File: src/rtl/traffic_pkg.sv
// Shared encodings and default timings for the intersection scheduler.
package traffic_pkg;

    typedef enum logic [2:0] {
        NS_GREEN  = 3'd0,
        NS_YELLOW = 3'd1,
        ALLRED_A  = 3'd2,
        EW_GREEN  = 3'd3,
        EW_YELLOW = 3'd4,
        ALLRED_B  = 3'd5,
        PED_WALK  = 3'd6
    } state_t;

    typedef enum logic {
        NS = 1'b0,
        EW = 1'b1
    } dir_t;

    localparam int DEF_GREEN_T  = 10;
    localparam int DEF_YELLOW_T = 4;
    localparam int DEF_ALLRED_T = 2;
    localparam int DEF_PED_T    = 6;
    localparam int DEF_TW       = 4;

endpackage

File: src/rtl/phase_timer.sv
// Per-phase cycle counter: clears on request, otherwise counts up and saturates at all-ones.
module phase_timer #(
    parameter int TW = 4
) (
    input  logic          clk,
    input  logic          rst,
    input  logic          clr,
    input  logic [TW-1:0] limit,
    output logic          done
);

    logic [TW-1:0] count_q;

    always_ff @(posedge clk or posedge rst) begin
        if (rst) begin
            count_q <= '0;
        end else if (clr) begin
            count_q <= '0;
        end else if (count_q != {TW{1'b1}}) begin
            count_q <= count_q + TW'(1);
        end
    end

    // >= lets a resting green keep reporting done while the count sits saturated.
    assign done = (count_q >= limit);

endmodule

File: src/rtl/intersection_scheduler.sv
// Two-approach intersection plus pedestrian crossing; FSM, ped latch and lamp decode.
// Optional emergency override enabled by defining EMERGENCY_PREEMPT_EN (adds port preempt).
module intersection_scheduler
    import traffic_pkg::*;
#(
    parameter int GREEN_T  = DEF_GREEN_T,
    parameter int YELLOW_T = DEF_YELLOW_T,
    parameter int ALLRED_T = DEF_ALLRED_T,
    parameter int PED_T    = DEF_PED_T,
    parameter int TW       = DEF_TW
) (
    input  logic       clk,
    input  logic       rst,
    input  logic       ns_car,
    input  logic       ew_car,
    input  logic       ped_req,
`ifdef EMERGENCY_PREEMPT_EN
    input  logic       preempt,
`endif
    output logic       ns_red,
    output logic       ns_yellow,
    output logic       ns_green,
    output logic       ew_red,
    output logic       ew_yellow,
    output logic       ew_green,
    output logic       walk,
    output logic       ped_pending,
    output logic [2:0] phase
);

    localparam logic [TW-1:0] GREEN_L  = TW'(GREEN_T - 1);
    localparam logic [TW-1:0] YELLOW_L = TW'(YELLOW_T - 1);
    localparam logic [TW-1:0] ALLRED_L = TW'(ALLRED_T - 1);
    localparam logic [TW-1:0] PED_L    = TW'(PED_T - 1);

    state_t        state_q, state_d;
    dir_t          next_dir_q;
    logic          ped_pending_q, ped_pending_d;
    logic          rec_q;
    logic          pre;
    logic          clr, done;
    logic [TW-1:0] limit;

`ifdef EMERGENCY_PREEMPT_EN
    assign pre = preempt;
`else
    assign pre = 1'b0;
`endif

    always_comb begin
        limit = ALLRED_L;
        case (state_q)
            NS_GREEN, EW_GREEN:   limit = GREEN_L;
            NS_YELLOW, EW_YELLOW: limit = YELLOW_L;
            PED_WALK:             limit = PED_L;
            default:              limit = ALLRED_L;
        endcase
    end

    always_comb begin
        state_d = state_q;
        case (state_q)
            NS_GREEN:  if (pre || (done && (ew_car || ped_pending_q))) state_d = NS_YELLOW;
            NS_YELLOW: if (done) state_d = ALLRED_A;
            // Recovery from a preemption always restarts on NS, skipping any pending walk.
            ALLRED_A:  if (!pre && done)
                           state_d = rec_q ? NS_GREEN : (ped_pending_q ? PED_WALK : EW_GREEN);
            EW_GREEN:  if (pre || (done && (ns_car || ped_pending_q))) state_d = EW_YELLOW;
            EW_YELLOW: if (done) state_d = ALLRED_B;
            ALLRED_B:  if (pre) state_d = ALLRED_A;
                       else if (done) state_d = ped_pending_q ? PED_WALK : NS_GREEN;
            PED_WALK:  if (pre) state_d = ALLRED_A;
                       else if (done) state_d = (next_dir_q == NS) ? NS_GREEN : EW_GREEN;
            default:   state_d = ALLRED_B;
        endcase
    end

    // Holding ALLRED_A under preempt keeps the timer at zero so release gives a full clearance.
    assign clr = (state_d != state_q) || (pre && (state_q == ALLRED_A));

    always_comb begin
        ped_pending_d = ped_pending_q;
        if ((state_q == PED_WALK) || (state_d == PED_WALK)) begin
            ped_pending_d = 1'b0;
        end else if (ped_req) begin
            ped_pending_d = 1'b1;
        end
    end

    always_ff @(posedge clk or posedge rst) begin
        if (rst) begin
            state_q       <= ALLRED_B;
            next_dir_q    <= NS;
            ped_pending_q <= 1'b0;
            rec_q         <= 1'b0;
        end else begin
            state_q       <= state_d;
            ped_pending_q <= ped_pending_d;
            if (state_q == ALLRED_A) begin
                next_dir_q <= EW;
            end else if (state_q == ALLRED_B) begin
                next_dir_q <= NS;
            end
            if (pre) begin
                rec_q <= 1'b1;
            end else if ((state_q == ALLRED_A) && (state_d != ALLRED_A)) begin
                rec_q <= 1'b0;
            end
        end
    end

    phase_timer #(.TW(TW)) u_timer (
        .clk   (clk),
        .rst   (rst),
        .clr   (clr),
        .limit (limit),
        .done  (done)
    );

    assign ns_green    = (state_q == NS_GREEN);
    assign ns_yellow   = (state_q == NS_YELLOW);
    assign ns_red      = !(ns_green || ns_yellow);
    assign ew_green    = (state_q == EW_GREEN);
    assign ew_yellow   = (state_q == EW_YELLOW);
    assign ew_red      = !(ew_green || ew_yellow);
    assign walk        = (state_q == PED_WALK) && !pre;
    assign ped_pending = ped_pending_q;
    assign phase       = state_q;

endmodule

File: config.mk
export PLATFORM = sky130hd
export DESIGN_NAME = intersection_scheduler
export DESIGN_NICKNAME = d
export VERILOG_FILES = /design/src/rtl/traffic_pkg.sv /design/src/rtl/phase_timer.sv /design/src/rtl/intersection_scheduler.sv
export SDC_FILE = /design/constraint.sdc
export NUM_CORES = 1
export LEC_CHECK = 0
export ABC_AREA = 1
export CAP_MARGIN = 25
export CELL_PAD_IN_SITES_DETAIL_PLACEMENT = 0
export CELL_PAD_IN_SITES_GLOBAL_PLACEMENT = 2
export CORE_MARGIN = 3
export CORE_UTILIZATION = 27
export DETAILED_ROUTE_END_ITERATION = 8
export HOLD_SLACK_MARGIN = 0.12
export PLACE_DENSITY_LB_ADDON = 0.1
export SLEW_MARGIN = 30
export SYNTH_ARGS = -nofsm -noshare
export SYNTH_HDL_FRONTEND = slang
export SYNTH_SLANG_ARGS = --single-unit
File: constraint.sdc
create_clock -name clk -period 3.3 [get_ports clk]
set_clock_uncertainty 0.2 [all_clocks]
set_input_delay 0.99 -clock clk [delete_from_list [all_inputs] [get_ports clk]]
set_output_delay 0.99 -clock clk [all_outputs]
set_load 0.01 [all_outputs]
# Yosys cells after proc, flatten, opt, wreduce, memory -nomap -nowiden
# Cells that the tools add are included.
[op_classes]
n_addsub = 1
n_lt_le_gt_ge = 1
eq_ne = 9
muxes = 18
n_reduce_logical = 15
[ops]
columns = ["op", "count"]
rows = [
  ["$mux W3", 9],
  ["$pmux W3 S7", 1],
  ["$eq A3 B3 Y1 const B", 4],
  ["$pmux W4 S3", 1],
  ["$mux W4", 2],
  ["$eq A3 B2 Y1 const B", 2],
  ["$reduce_bool A2 Y1", 3],
  ["$logic_or A1 B1 Y1", 5],
  ["$add A4 B1 Y4 const B", 1],
  ["$ge A4 B4 Y1", 1],
  ["$mux W1", 4],
  ["$ne A4 B4 Y1 const B", 1],
  ["$reduce_or A2 Y1", 2],
  ["$eq A3 B1 Y1 const B", 1],
  ["$logic_not A3 Y1", 1],
  ["$ne A3 B3 Y1", 1],
  ["$logic_and A1 B1 Y1", 2],
  ["$logic_not A1 Y1", 2],
  ["$mux W2", 1],
]
[totals]
register_bits = 9
wordCells = 48

# Logic depth before layout (Yosys ltp)
[logic_depth]
word_depth = 10
mapped_depth = 19
depth_no_buf = 18

# By module
# From an unflattened synthesis, not the netlist that was laid out.
[hier_totals]
cells_unflattened = 137
hier_area_um2 = 885.8
[modules_own_cells]
columns = ["module", "n_inst", "cells_each", "area_per_inst_um2"]
rows = [
  ["intersection_scheduler", 1, 92, 569.3],
  ["phase_timer", 1, 45, 316.6],
]

# Worst setup path before layout
# OpenSTA, ideal clock, no wires.
[synth_timing]
path_type = "register to register"
startpoint = "reg state_q[2] (netlist: phase[2])"
endpoint = "reg u_timer.count_q[2]"
setup_ns = 0.071
arrival_time_ns = 2.255
t_required_ns = 3.029
slack_ns = 0.773
path_stages_with_launch = 18
synth_period_minus_slack_ns = 2.527
cell_sequence = "dfstp_2 buf_2 inv_2 nor2_2 inv_1 ha_1 nand2_1 inv_2 nand2_4 nand2_4 nand2_2 a21oi_2 nand3_2 nand2_1 nand2_1 nor2_2 nand2_2 nor2_1"
[synth_between]
elab_cells_between_ends = 24
cone_classes = "order compare: 1; eq/ne: 7; mux: 10; reduce/logical: 6"
[synth_lines]
columns = ["element", "line", "source"]
rows = [
  ["start: declaration", "intersection_scheduler.sv:36", "state_t state_q, state_d;"],
  ["start signal: assignment", "intersection_scheduler.sv:97", "state_q <= state_d;"],
  ["$eq A3 B3 Y1 (*)", "n/a", ""],
  ["via walk", "intersection_scheduler.sv:26", "output logic walk,"],
  ["$pmux W4 S3", "intersection_scheduler.sv:52", "case (state_q)"],
  ["$ge A4 B4 Y1", "phase_timer.sv:25", "assign done = (count_q >= limit);"],
  ["$logic_and A1 B1 Y1 (on tied branches)", "intersection_scheduler.sv:68, intersection_scheduler.sv:63", ""],
  ["$mux W3 (on tied branches)", "intersection_scheduler.sv:68, intersection_scheduler.sv:63", ""],
  ["$pmux W3 S7 (*)", "intersection_scheduler.sv:62", "case (state_q)"],
  ["via state_d[1]", "intersection_scheduler.sv:36", ""],
  ["$ne A3 B3 Y1 (*)", "intersection_scheduler.sv:79", "assign clr = (state_d != state_q) || (pre && (state_q == ALLRED_A));"],
  ["$mux W4 / $reduce_bool A2 Y1 (equally long branches)", "n/a", ""],
  ["end signal: assignment", "phase_timer.sv:20", "count_q <= count_q + TW'(1);"],
  ["end: declaration", "phase_timer.sv:12", "logic [TW-1:0] count_q;"],
]
# Mark *: on every way through the listed nets, which the timed path passes. The rest lies on a longest branch.
# A chain may end at the register's enable or synchronous reset.

# Final worst setup path
[layout_timing]
startpoint = "reg state_q[0] (netlist: phase[0])"
endpoint = "out ew_green"
[layout_between]
elab_chain_cells = 1
[layout_rtl]
columns = ["element", "line", "source"]
rows = [
  ["$eq A3 B2 Y1", "intersection_scheduler.sv:123", "assign ew_green = (state_q == EW_GREEN);"],
  ["end: declaration", "intersection_scheduler.sv:25", "output logic ew_green,"],
]
# Every way passes these cells.

==> run metrics <==
outcome=finished clean; Net Switching=498 uW; crit path capture=ew_green; placer congestion estimate=0.854; Fillers=309; mapped cell area=801 um2; Layout Cells excl Fill=165; crit end category=output pin; power per cell area=976 nW/um2; Synth top cells by count=29 x nand2_1, 14 x inv_1, 11 x nor2_1; clock sink total=9; yosys warns=0; Pint=489 uW; total number of vias=768; post-synth cell types=25; part of the power in registers=23.0%; final instance area=1010 um2; worst hold start=next_dir_q; largest net degree at the start of global routing=12; Worst setup SP type=flip-flop; Area Overhead vs Synth=26.3%; Clock transition at path regs=50 ps; RR Startpoint=phase[2]; Hold-fix buffers, CTS=0; Pre-Repair DR Iteration Count=4; RSZ-0062 raised after global routing=false; Synth area leaders=dfrtp_1 22%, nand2_1 14%, dfstp_2 6.6%, inv_1 6.6%, ha_1 6.3%; R2R Setup Slk=620 ps; most common cell in the netlist=nand2_1; first-pass GRT wire length=3.31 mm; post-synthesis mux area share=1.25%; drt drc=0; pins over their slew limit=0; Avg WL per Cell=11.8 um; Cells after Synth=116; CP startpoint=phase[0]; Post-synth EDFFs=0; CORE AREA=2780 um2; critical path peak fanout=8; Comb power frac=69.0%; Hold WC Path Type=flip-flop to flip-flop; dpl cells=161; Synth Area in Simple Gates=44.1%; Post-Synth XOR/XNOR Area=1.09%; effective utilization at floorplan=28.8%; global route total overflow=0; Top FF cell, synth=dfrtp_1; share of layout cells above drive strength 1=20.1%; setup TNS=0 ps; Worst R2R End=u_timer.count_q[2]; Area after DPL=985 um2; switching share of power=50.4%; register area share after synthesis=28.4%; Worst Path Arrival=1880 ps; number of DRC markers in iteration 0=22; Setup-failing EPs final=0; Yosys top cell by area=dfrtp_1; post-synthesis adder-cell area fraction=6.25%; Ant. Diodes=0; Synth Area per Inst=6.90 um2; final hold vios=0; Die Y=60.5 um; CTS Buf Count=3; Max-Cap Viols=0; synthesized flop and latch total=9; syn nets=125; vias in the first global route=733; PortBufs=15; fin crit period=3070 ps; Synth top area share=21.9%; Max Root-Sink Buffers=2; Slew HR=77.0%; Worst VDD drop=0.495 mV; Setup Buffers After CTS=0; placed wire-length estimate=1.63 mm; clk_lat worst skew=250 ps; Final nets=144; fmax=325 MHz; worst setup path class=flip-flop to output pin; cts repair resizes=0; IO Count=16; Synth Area in Compound Gates=8.91%; Total Power=987 uW; Via density=4.65; # rows=19; clock tree from TritonCTS=built; final worst-path cycle share=93.1%; die outline width=60.5 um; ys async rst share=100%; data required time of the critical path=2110 ps; largest family of logic cells by synthesized area=simple AND/OR/NAND/NOR gates; Clock Power Share=8.0%; Lkg Pwr=0.547 nW; post-detailed-route count of antenna-violating nets=0; initial antenna violation count=0; final wirelength=1.94 mm; Reg2Reg Depth=15; H-tree Lvls=1; Root Buffer=clkbuf_4; Worst Max-Slew Pin Slew=344 ps; Die ar.=3660 um2; Total Routing Usage GR=12.3%
cell type report:
cell class | count | area [um2] | area share, %
repair buffers | 15 | 150 | 14.9
well taps | 31 | 38.8 | 3.84
inverters | 20 | 75.1 | 7.43
flip-flops and latches | 9 | 228 | 22.5
clock buffers | 4 | 26.3 | 2.60
multi-input cells | 86 | 493 | 48.8
metal layers:
layer / vias to the layer above / wire, um / GRT usage (%)
li1: 408 / - / -
met1: 345 / 1020 / 17.7
met2: 13 / 821 / 18.4
met3: 2 / 79 / 2.13
met4: 0 / 15 / 4.64
met5: - / 0 / 0
power by group through the flow:
stage	Sequential (mW)	Clock, mW	Combinational [mW]
detailed placement	0.228	0	0.690
global placement	0.233	0	0.695
CTS	0.227	0.0849	0.693
finish	0.227	0.0792	0.681
global route	0.239	0.0909	0.794
floorplan	0.210	0	0.480
layout by cell type, fill, tap and decap left out:
master / instances
nand2_1: 29
clkdlybuf4s50_1: 15
inv_1: 14
nor2_1: 11
nand3_1: 9
dfrtp_1: 7
inv_2: 5
nand4_1: 5
nand2_2: 4
nand3_2: 4
ha_1: 4
nor2_2: 3
o21ai_0: 3
a21oi_1: 3
clkbuf_4: 3
nand2_4: 2
or2_2: 2
dfstp_2: 2
o21a_1: 1
xnor2_1: 1
a21oi_4: 1
o2111ai_1: 1
a21oi_2: 1
nand3b_1: 1
clkinv_1: 1
mux2i_1: 1
clkbuf_1: 1
registers in the layout (all words and copies together) (netlist names):
register and cells:
ped_pending 1, phase 3, u_timer.count_q 4, next_dir_q 1
worst min path at each step:
| stage | end | slack (ps) | cells after the start |
|---|---|---|---|
| 4_1_cts | next_dir_q | 350 | 1 |
| 3_5_place_dp | next_dir_q | 330 | 1 |
| 6_report | next_dir_q | 340 | 1 |
| 2_1_floorplan | next_dir_q | 290 | 1 |
| 5_1_grt | next_dir_q | 400 | 1 |
| 3_3_place_gp | next_dir_q | 340 | 1 |
critical path, cell delays in order (launching register included):
cell and delay (ps):
dfstp_2 620, nand2_1 110, nor2_1 300, clkdlybuf4s50_1 610
through the flow:
step | util, % | hold WS, ps | setup slack, ps
floorplan | - | 287 | 773
global placement | 35.4 | 339 | 483
detailed placement | 35.4 | 332 | 501
CTS | 36.3 | 345 | 210
global route | 36.3 | 400 | 118
finish | 36.3 | 343 | 227
cells by family (layout without fill, tap and decap cells):
| family | Yosys count | count (layout) |
|---|---|---|
| buffers and inverters | 21 | 39 |
| adders and majority gates | 4 | 4 |
| AOI/OAI and AO/OA | 10 | 10 |
| muxes | 1 | 1 |
| DFF | 9 | 9 |
| and+or+nand+nor | 70 | 70 |
| xor gates and xnor gates | 1 | 1 |
Power figures use the tool's default switching activity.
